[src/rtl/tblink_rpc_rvarb.sv]
// Packet-aware round-robin arbiter: merges N_PORTS tblink RPC byte streams
// onto one initiator stream, holding the grant for a whole packet.
module tblink_rpc_rvarb #(
  parameter int N_PORTS = 2
) (
  input  logic                 clock,
  input  logic                 reset_n,
  input  logic [N_PORTS-1:0]   i_valid,
  output logic [N_PORTS-1:0]   i_ready,
  input  logic [8*N_PORTS-1:0] i_dat,
  output logic                 o_valid,
  input  logic                 o_ready,
  output logic [7:0]           o_dat,
  output logic [2:0]           gnt_id,
  output logic                 busy,
  output logic                 pkt_done
);
  typedef enum logic [1:0] {IDLE, HDR, CNT, DATA} state_t;

  state_t                    state, state_nxt;
  logic [2:0]                rr_ptr, rr_nxt, gnt_nxt, win;
  logic [7:0]                count, count_nxt;
  logic [15:0]               vpad;
  logic [N_PORTS-1:0][7:0]   dat_arr;
  logic [3:0]                idx, gnt_inc;
  logic                      any, xfer, last;

  // valid padded to 16 bits so rotated indices never run off the vector
  assign vpad     = 16'(i_valid);
  assign dat_arr  = i_dat;
  assign busy     = (state != IDLE);
  assign o_valid  = busy & vpad[{1'b0, gnt_id}];
  assign xfer     = o_valid & o_ready;
  assign last     = (state == DATA) & (count == 8'd0);
  assign pkt_done = xfer & last;
  assign gnt_inc  = {1'b0, gnt_id} + 4'd1;

  always_comb begin
    o_dat = 8'h00;
    for (int k = 0; k < N_PORTS; k++)
      if (gnt_id == 3'(k)) o_dat = dat_arr[k];
  end

  for (genvar k = 0; k < N_PORTS; k++) begin : g_rdy
    assign i_ready[k] = busy & (gnt_id == 3'(k)) & o_ready;
  end

  // Scan downward so the lowest offset from rr_ptr wins.
  always_comb begin
    any = 1'b0;
    win = 3'd0;
    idx = 4'd0;
    for (int i = N_PORTS-1; i >= 0; i--) begin
      idx = {1'b0, rr_ptr} + 4'(i);
      if (idx >= 4'(N_PORTS)) idx = idx - 4'(N_PORTS);
      if (vpad[idx]) begin
        any = 1'b1;
        win = idx[2:0];
      end
    end
  end

  always_comb begin
    state_nxt = state;
    rr_nxt    = rr_ptr;
    gnt_nxt   = gnt_id;
    count_nxt = count;
    case (state)
      IDLE: if (any) begin
        gnt_nxt   = win;
        state_nxt = HDR;
      end
      HDR:  if (xfer) state_nxt = CNT;
      CNT:  if (xfer) begin
        count_nxt = o_dat;
        state_nxt = DATA;
      end
      DATA: if (xfer) begin
        // exit test precedes the decrement, so C=255 yields 256 bytes
        if (last) begin
          rr_nxt    = (gnt_inc == 4'(N_PORTS)) ? 3'd0 : gnt_inc[2:0];
          state_nxt = IDLE;
        end else begin
          count_nxt = count - 8'd1;
        end
      end
      default: state_nxt = IDLE;
    endcase
  end

  always_ff @(posedge clock or negedge reset_n) begin
    if (!reset_n) begin
      state  <= IDLE;
      rr_ptr <= 3'd0;
      gnt_id <= 3'd0;
      count  <= 8'd0;
    end else begin
      state  <= state_nxt;
      rr_ptr <= rr_nxt;
      gnt_id <= gnt_nxt;
      count  <= count_nxt;
    end
  end
endmodule

[config.mk]
export PLATFORM = sky130hd
export DESIGN_NAME = tblink_rpc_rvarb
export DESIGN_NICKNAME = d
export VERILOG_FILES = /design/src/rtl/tblink_rpc_rvarb.sv
export SDC_FILE = /design/constraint.sdc
export NUM_CORES = 1
export LEC_CHECK = 0
export ABC_AREA = 1
export BUFFER_PORTS_ARGS = -buffer_cell sky130_fd_sc_hd__buf_2
export CAP_MARGIN = 5
export CORE_MARGIN = 1
export CORE_UTILIZATION = 58
export DETAILED_ROUTE_END_ITERATION = 16
export PLACE_DENSITY = 0.86
export SLEW_MARGIN = 20
export SYNTH_ARGS = -nofsm -noshare
export SYNTH_HDL_FRONTEND = slang
export SYNTH_SLANG_ARGS = --single-unit
export TNS_END_PERCENT = 10
[constraint.sdc]
create_clock -name clock -period 3.95 [get_ports clock]
set_input_delay 0.79 -clock clock [delete_from_list [all_inputs] [get_ports clock]]
set_output_delay 0.79 -clock clock [all_outputs]
set_load 0.01 [all_outputs]
==> summary.txt <==
Drt
  • Wirelength, routed: approximately 3300 µm
  • Remaining routing DRC violations: 0
  • Drt first pass iters: 5
  • Vias/cell: between 5 and 6
  • Initial drt markers: 37
  • Antenna-violating nets left: 0
  • Vias: 1492
  • Average wire per standard cell: ~12 µm

Placement
  • DPL Wire Length: 2550 µm
  • Final GP Congestion: 0.821
  • Count of input and output buffers: 36

Die
  • Core area: about 2500 µm²
  • Die area: 2850 µm²
  • Starting Density: 61.9%
  • Die span in y: about 53 µm
  • Top-Level Pins: 37
  • DIE WIDTH: approximately 53 µm
  • Core Rows: 18

Timing
  • Slew HR: roughly 70%
  • Final Slew Violations: 0
  • Hold Fails Final Rpt: 0
  • Clk_skew: between 10 and 15 ps
  • Setup-failing EPs final: 0
  • Fin crit period: 2580 ps
  • RSZ-0062 raised after global routing: no
  • Tightest Pin Transition: 479 ps
  • Total Neg Setup Slack: 0 ps
  • Period Utilization, post-route: between 60% and 70%
  • Max Freq: approximately 0.39 GHz

Synthesis
  • Net count after synthesis: between 200 and 300
  • Count leader, synth: nand2_1
  • Sequential fraction of the synthesis area: 26.1%
  • Netlist Area Pre-Place: around 1500 µm²
  • Post-Synthesis Cells: around 220
  • Ys async rst share: 100%
  • Top-area cell type share of the netlist area: a little over a quarter
  • Ys Warns: 0
  • Leading post-synthesis cells by cell area: dfrtp_1 26%, nand2_1 18%, ha_1 11%
  • Synth cell count leaders: 72 x nand2_1, 29 x inv_1, 16 x dfrtp_1, 16 x nand3_1
  • Yosys cell types: 32
  • Largest area contributor in the netlist: dfrtp_1
  • Post-synthesis register bit count: 16
  • Synth Flop Type: dfrtp_1
  • EDFF count, synth: 0
  • Syn_area_per_cell: ~7 µm²

Clock tree
  • Clock Latency Late Sink: 290 ps
  • Sinks on Clock Net: 16
  • Setup bufs post-CTS: 0
  • Worst-path clk slew: about 100 ps
  • CTS tree: built
  • Clock Tree Root: clkbuf_4
  • Hold buffers post-CTS: 0
  • CTS max path bufs: 2
  • Post-CTS sizing: 0
  • Num CTS Buffers: 3
  • Htree depth: 1

Power
  • Pwr per Cell Area: around 670 nW/µm²
  • Pleak: between 0.9 and 1 nW
  • VDD IR max: around 520 µV
  • Power Total: 1.19 mW

Outcome
  • Status: finished clean

GRT
  • Grt ovf: 0
  • Largest net degree at the start of global routing: 17
  • Initial antenna violation count: 0
  • Number of global-route vias before repair: roughly 1300
  • First-pass GRT wire length: between 5000 and 6000 µm
  • Gr usage total: about a quarter

Worst setup path
  • CP Launch Type: flop
  • Critical Setup Path Class: flop to output port
  • Crit path DAT: about 1800 ps
  • Crit-path max FO: 8
  • Crit path required time: around 3200 ps
  • R2R cell count: 14
  • Critical path capture point type: output port
  • R2R setup slack: just under 2000 ps

Job
  • Max-cap violations: 0

Layout
  • Fraction of layout cells with a size suffix above 1: roughly 29%
  • ANT cells: 0
  • Fin util: between 70 and 80%
  • Area Overhead vs Synth: 14.9%
  • Final Net Count: 292
  • Fillers: roughly 220

Worst hold path
  • Min-delay worst type: input port to async pin
-- per-stage QoR --
stage                     worst slack (ps)  hold WS, ps  area, µm²  std cells
final                                 1370          390       1760        287
after global routing                  1260          417       1760        287
after CTS                             1400          400       1760        287
after detailed placement              1640          497       1730        283
after global placement                1660          497       1730        283
after floorplan                       1890          470       1530        219
-- final timing paths --
path / from / endpoint
setup reg to reg: rr_ptr[0]$_DFFE_PN0P_ / state[0]$_DFFE_PN0P_
min in group clock: count[5]$_DFFE_PN0P_ / count[5]$_DFFE_PN0P_
max in group asynchronous: reset_n / count[6]$_DFFE_PN0P_
hold / removal: reset_n / count[0]$_DFFE_PN0P_
hold reg to reg: count[5]$_DFFE_PN0P_ / count[5]$_DFFE_PN0P_
setup / recovery: gnt_id[1]$_DFFE_PN0P_ / o_dat[7]
-- where the power goes --
part	total (mW)	internal [mW]	switching, mW
Clock	0.110	0.0562	0.0540
Combinational	0.804	0.285	0.519
Sequential	0.273	0.221	0.0521
Total	1.19	0.562	0.625
-- placed cells by master (no fill, tap or decap), types with 3 or more instances in the layout --
| cell | count |
|---|---|
| nand2_1 | 72 |
| buf_2 | 36 |
| inv_1 | 29 |
| nand3_1 | 16 |
| dfrtp_1 | 16 |
| nor2_1 | 13 |
| ha_1 | 13 |
| o21ai_0 | 9 |
| o21ai_2 | 8 |
| inv_2 | 7 |
| o21ai_1 | 4 |
| nand2_2 | 3 |
| clkbuf_4 | 3 |
-- critical path: stages (launching register included) --
cell and delay, ps:
dfrtp_1 430, inv_1 160, ha_1 240, nand2_1 120
inv_1 210, a22oi_1 150, inv_1 80, buf_2 120
-- kinds of logic after synthesis --
family / Yosys count / synth area share, %
compound gates: 26 / 12.9
simple gates: 120 / 37.3
xor+xnor: 3 / 1.71
flops: 16 / 26.1
buf+inv: 41 / 11.4
fa+ha+maj: 13 / 10.6
-- final cells by class --
| class | instances | area, µm² | share of cell area [%] |
|---|---|---|---|
| Clock buffer | 4 | 36.3 | 2.06 |
| Inverter | 39 | 150 | 8.52 |
| Timing Repair Buffer | 36 | 180 | 10.2 |
| Sequential cell | 16 | 400 | 22.7 |
| Tap cell | 30 | 37.5 | 2.13 |
| Multi-Input combinational cell | 162 | 958 | 54.4 |
-- per-layer routing --
layer | GRT usage (%) | up-vias | part of all wire [%] | routed length [µm]
met5 | 0 | - | 0 | 0
met4 | 2.63 | 0 | 0.42 | 14
met3 | 5.75 | 2 | 3.8 | 125
met2 | 45.6 | 26 | 51 | 1700
met1 | 35.0 | 699 | 45 | 1480
li1 | - | 765 | - | -
-- registers in the layout, indices dropped and copies added (netlist names) --
signal  flops
rr_ptr      3
gnt_id      3
count       8
state       2
Note: power is estimated with default switching activity, not from simulation.
